==> src/rtl/alu_pkg.sv <==
// alu_pkg: shared opcodes, rstatus codes and writeback entry type for the ALU writeback stage
package alu_pkg;
    localparam int XLEN = 32;
    localparam int RIDX_W = 5;
    localparam logic [4:0] OP_ADD = 5'b00000;
    localparam logic [4:0] OP_SUB = 5'b00001;
    localparam int RSTATUS = 30;
    localparam int ADD_EXC_CODE = 1;
    localparam int SUB_EXC_CODE = 3;
    typedef struct packed {
        logic we;
        logic exc;
        logic ne;
        logic lt;
        logic [RIDX_W-1:0] rd;
        logic [XLEN-1:0] data;
    } wb_entry;
endpackage

==> src/rtl/wb_skid_fifo.sv <==
// wb_skid_fifo: 2-entry circular valid/ready buffer of writeback entries
module wb_skid_fifo
    import alu_pkg::*;
#(
    parameter type T = wb_entry
) (
    input  logic clock,
    input  logic reset_n,
    input  logic in_valid,
    output logic in_ready,
    input  T     in_data,
    output logic out_valid,
    input  logic out_ready,
    output T     out_data
);
    T mem [2];
    logic [1:0] count;
    logic wr_ptr, rd_ptr, push, pop;
    assign in_ready = count != 2'd2;
    assign out_valid = count != 2'd0;
    assign out_data = mem[rd_ptr];
    assign push = in_valid && in_ready;
    assign pop = out_valid && out_ready;
    always_ff @(posedge clock) begin
        if (!reset_n) begin
            count <= '0;
            wr_ptr <= 1'b0;
            rd_ptr <= 1'b0;
            mem[0] <= '0;
            mem[1] <= '0;
        end else begin
            if (push) mem[wr_ptr] <= in_data;
            wr_ptr <= wr_ptr ^ push;
            rd_ptr <= rd_ptr ^ pop;
            count <= count + {1'b0, push} - {1'b0, pop};
        end
    end
endmodule

==> src/rtl/alu_writeback_stage.sv <==
// alu_writeback_stage: registers ALU results, maps overflow to rstatus writes, skid-buffers for a stalled consumer
module alu_writeback_stage
    import alu_pkg::*;
#(
    parameter int DATA_W = XLEN,
    parameter int REG_W = RIDX_W,
    parameter logic [REG_W-1:0] RSTATUS_REG = REG_W'(RSTATUS),
    parameter logic [DATA_W-1:0] ADD_EXC = DATA_W'(ADD_EXC_CODE),
    parameter logic [DATA_W-1:0] SUB_EXC = DATA_W'(SUB_EXC_CODE),
    parameter int CNT_W = 16
) (
    input  logic              clock,
    input  logic              reset_n,
    input  logic              in_valid,
    output logic              in_ready,
    input  logic [4:0]        in_opcode,
    input  logic [REG_W-1:0]  in_rd,
    input  logic [DATA_W-1:0] data_result,
    input  logic              overflow,
    input  logic              isNotEqual,
    input  logic              isLessThan,
    output logic              wb_valid,
    input  logic              wb_ready,
    output logic              wb_we,
    output logic [REG_W-1:0]  wb_rd,
    output logic [DATA_W-1:0] wb_data,
    output logic              wb_ne,
    output logic              wb_lt,
    output logic              wb_exc,
    output logic [CNT_W-1:0]  ovf_count
);
    wb_entry entry, head;
    logic add_ovf, sub_ovf, exc, push;
    assign add_ovf = overflow && in_opcode == OP_ADD;
    assign sub_ovf = overflow && in_opcode == OP_SUB;
    assign exc = add_ovf || sub_ovf;
    assign push = in_valid && in_ready;
    always_comb begin
        entry.exc = exc;
        entry.ne = isNotEqual;
        entry.lt = isLessThan;
        entry.rd = exc ? RSTATUS_REG : in_rd;
        entry.data = add_ovf ? ADD_EXC : sub_ovf ? SUB_EXC : data_result;
        entry.we = exc || entry.rd != '0;
    end
    wb_skid_fifo #(.T(wb_entry)) u_fifo (
        .clock     (clock),
        .reset_n   (reset_n),
        .in_valid  (in_valid),
        .in_ready  (in_ready),
        .in_data   (entry),
        .out_valid (wb_valid),
        .out_ready (wb_ready),
        .out_data  (head)
    );
    assign wb_we = wb_valid && head.we;
    assign wb_exc = head.exc;
    assign wb_ne = head.ne;
    assign wb_lt = head.lt;
    assign wb_rd = head.rd;
    assign wb_data = head.data;
    always_ff @(posedge clock) begin
        if (!reset_n) ovf_count <= '0;
        else if (push && exc && !(&ovf_count)) ovf_count <= ovf_count + CNT_W'(1);
    end
endmodule

==> config.mk <==
export PLATFORM = sky130hd
export DESIGN_NAME = alu_writeback_stage
export DESIGN_NICKNAME = d
export VERILOG_FILES = /design/src/rtl/alu_pkg.sv /design/src/rtl/wb_skid_fifo.sv /design/src/rtl/alu_writeback_stage.sv
export SDC_FILE = /design/constraint.sdc
export NUM_CORES = 1
export LEC_CHECK = 0
export ABC_AREA = 1
export CAP_MARGIN = 30
export CORE_UTILIZATION = 51
export DETAILED_ROUTE_END_ITERATION = 7
export PLACE_DENSITY = 0.91
export REMOVE_ABC_BUFFERS = 1
export SLEW_MARGIN = 40
export SYNTH_ARGS = -nofsm -noshare
export SYNTH_HDL_FRONTEND = slang
export SYNTH_SLANG_ARGS = --single-unit
==> constraint.sdc <==
create_clock -name clock -period 2.4 [get_ports clock]
set_input_delay 0.36 -clock clock [delete_from_list [all_inputs] [get_ports clock]]
set_output_delay 0.36 -clock clock [all_outputs]
set_load 0.005 [all_outputs]
==> flow_metrics.py <==
metrics = {
    "clock_network": {
        "htree_num_levels": 3,
        "cts_tree": "done",
        "cts_setup_buffers": 0,
        "root_buffer": "clkbuf_8",
        "cts.sinks": 103,
        "clk_latency_ns": 0.36,
        "cts_buffers": 9,
        "clk_pin_slew_ns": 0.10,
        "clk_path_buf_depth": 2,
    },
    "grt": {
        "grt.overflow.total": 0,
        "track_usage_pct": 24.7,
        "antenna_found_initial": 0,
        "grt_first_pass_wirelength_um": 19200,
        "grt_pass1_vias": 3999,
        "grt_max_degree": 44,
    },
    "drt": {
        "viasPerCell": 5.24,
        "via_count": 4132,
        "wl_um": 11700,
        "routedWlPerCell_um": 14.9,
        "antenna_left": 0,
        "post-route-drc-count": 0,
        "dr.pass1.iters": 5,
        "drt-initial-drc-count": 223,
    },
    "worst_setup_path": {
        "start_kind": "flip-flop",
        "cp_num_buf_inv": 3,
        "cp-end-kind": "output port",
        "critPathTopFamily": "buffers and inverters",
        "path_cells": "clkinvlp_4 -> buf_12 -> nand2_1 -> nand2_1 -> clkdlybuf4s50_1",
        "crit_top_cell": "nand2_1",
        "cp.depth": 5,
        "slowest_stage": "clkdlybuf4s50_1",
        "r2r_slack_ns": 0.57,
        "crit_type": "flip-flop to output port",
        "critPathRequiredTime_ns": 2.04,
        "critPathMaxStageDelay_ns": 0.45,
        "arrival_ns": 1.87,
        "path_max_fanout": 29,
        "worstRegToRegCells": 7,
    },
    "timing": {
        "fin_worst_skew_ns": 0.00805,
        "drv_slew": 0,
        "hold_viol_final": 0,
        "fmax_mhz": 449,
        "worst_pin_slew_ns": 0.549,
        "setup_viol": 0,
        "rsz0062_at_grt": "false",
        "fin_crit_sh_pct": 92.8,
        "slew_headroom_pct": 63.4,
        "layout_min_cycle_time_ns": 2.23,
        "whs_ns": 0.451,
    },
    "synth": {
        "ys_ff_latch": 103,
        "syn_area_um2": 4920,
        "synth-seq-area-share_pct": 58.6,
        "netlist_instances": 557,
        "yosysWarnings": 0,
        "synth_top_area_share_pct": 50.1,
        "synth_edf_count": 82,
        "ys_types": 29,
        "yosys.area.top_type": "edfxtp_1",
        "yosys_most_used_dff": "edfxtp_1",
        "synthTopCellsByArea": "edfxtp_1 (50%), nand2_1 (15%), dfxtp_1 (8.5%), nor3_1 (6.1%), inv_1 (4.7%)",
        "yosysMostFrequentCell": "nand2_1",
        "synthTopCellsByCount": "nand2_1 (193), edfxtp_1 (82), inv_1 (61)",
        "synth_area_per_cell_um2": 8.83,
        "postSynth.asyncResetShare_pct": 0,
    },
    "die": {
        "die_y_um": 100,
        "die_area_um2": 10000,
        "fp-row-count": 35,
        "initial_core_util_pct": 53.0,
        "coreArea_um2": 9280,
        "die_x_um": 100,
        "pin_count": 108,
    },
    "layout": {
        "antenna_cells": 0,
        "fillCellCount": 692,
        "final_nets": 708,
        "instances_no_fill": 789,
        "drive_gt1_share_pct": 8.03,
        "fin_util_pct": 68.3,
        "area_growth_pct": 28.8,
    },
    "job": {
        "drv_cap": 0,
    },
    "pwr": {
        "clock_power_share_pct": 23.1,
        "seqPwrFrac_pct": 49.8,
        "peakVddDrop_uv": 320,
        "swShare_pct": 29.4,
        "switching_power_mw": 1.30,
        "p_leak_nw": 2.63,
        "p_comb_share_pct": 27.1,
        "power_density_nw_per_um2": 698,
        "p_int_mw": 3.12,
    },
    "hold_path": {
        "worstHoldPathCells": 1,
        "hold_class": "flip-flop to flip-flop",
    },
    "placement": {
        "post-dp-hpwl_um": 7900,
        "dp_cells": 774,
        "gp_congestion": 0.888,
        "numPortBuffers": 107,
    },
    "status": {
        "outcome": "finished clean",
    },
}
## cell usage in the layout, fill, tap and decap left out, types with 3 or more instances in the layout
master / netlist / layout
nand2_2: 4 / 6
clkinv_4: 0 / 3
o21ai_0: 6 / 6
nand2_1: 193 / 191
xnor2_1: 3 / 3
clkdlybuf4s50_1: 0 / 107
dfxtp_1: 21 / 20
xor2_1: 3 / 3
a21oi_1: 12 / 12
or2_2: 3 / 3
nand4_1: 4 / 4
clkbuf_8: 0 / 9
a21oi_2: 8 / 8
edfxtp_1: 82 / 82
inv_2: 3 / 3
nor3_1: 60 / 60
ha_1: 3 / 3
nor2_1: 43 / 43
nand3_1: 9 / 9
inv_1: 61 / 60
buf_12: 0 / 4
buf_4: 0 / 3
## worst paths after layout
path                                     from            to
worst max register to register   ovf_count[0]  ovf_count[4]
worst min register to register  u_fifo.rd_ptr     flip-flop
worst max-delay path                flip-flop    wb_data[8]
worst min-delay path            u_fifo.rd_ptr     flip-flop
## power by group through the flow
stage / logic (mW) / registers [mW] / clock network [mW]
finish: 1.20 / 2.20 / 1.02
global route: 1.31 / 2.22 / 1.11
floorplan: 0.454 / 2.26 / 0
detailed placement: 1.20 / 2.24 / 0
CTS: 1.20 / 2.20 / 1.03
global placement: 1.15 / 2.22 / 0
## layer usage
layer | vias up | wire length, um | global-route usage (%)
li1 | 1984 | - | -
met1 | 1967 | 4820 | 31.9
met2 | 171 | 5950 | 42.4
met3 | 10 | 870 | 5.71
met4 | 0 | 96 | 5.57
met5 | - | 0 | 0
## state kept, by name, indices dropped and copies added (netlist names), named ones only
signal / cells
u_fifo.wr_ptr: 1
u_fifo.count: 2
ovf_count: 16
u_fifo.mem: 82
u_fifo.rd_ptr: 1
## logic make-up after synthesis
| family | share of synthesized area [%] |
|---|---|
| simple gates | 28.3 |
| flops | 58.6 |
| buf+inv | 7.27 |
| compound gates | 3.79 |
| xor+xnor | 1.07 |
| fa+ha+maj | 0.763 |
| mux | 0.203 |
## cell type report
cell class                      count  area (um2)  share of cell area, %
Clock inverter                      6        56.3                  0.888
Tap cell                          129         161                   2.55
Multi-Input combinational cell    363        1680                   26.6
Clock buffer                        9         124                   1.95
Inverter                           64         244                   3.85
Sequential cell                   103        2880                   45.5
Timing Repair Buffer              115        1180                   18.7
## worst reg2reg max path, stage by stage (launching register included)
cell and delay (ns):
dfxtp_1 0.48, ha_1 0.26, nand3_1 0.15, inv_2 0.13, nand2_4 0.08, o21ai_4 0.38, nand2_1 0.13, a21oi_2 0.15
## stage by stage
stage / setup WS, ns / cell area [um2] / TNS [ns] / power [mW]
after floorplan: -0.373 / 4800 / -25.50 / 2.71
after global placement: 0.304 / 6150 / 0 / 3.38
after detailed placement: 0.221 / 6150 / 0 / 3.43
after CTS: 0.0371 / 6330 / 0 / 4.43
after global routing: 0.0494 / 6340 / 0 / 4.64
final: 0.173 / 6340 / 0 / 4.42
## what timing repair did
| action | CTS | global route |
|---|---|---|
| endpoints found under the setup margin | 0 | 30 |
| resized for setup | 0 | 3 |
| hold buffers | 0 | 0 |
Power figures use the tool's default switching activity.
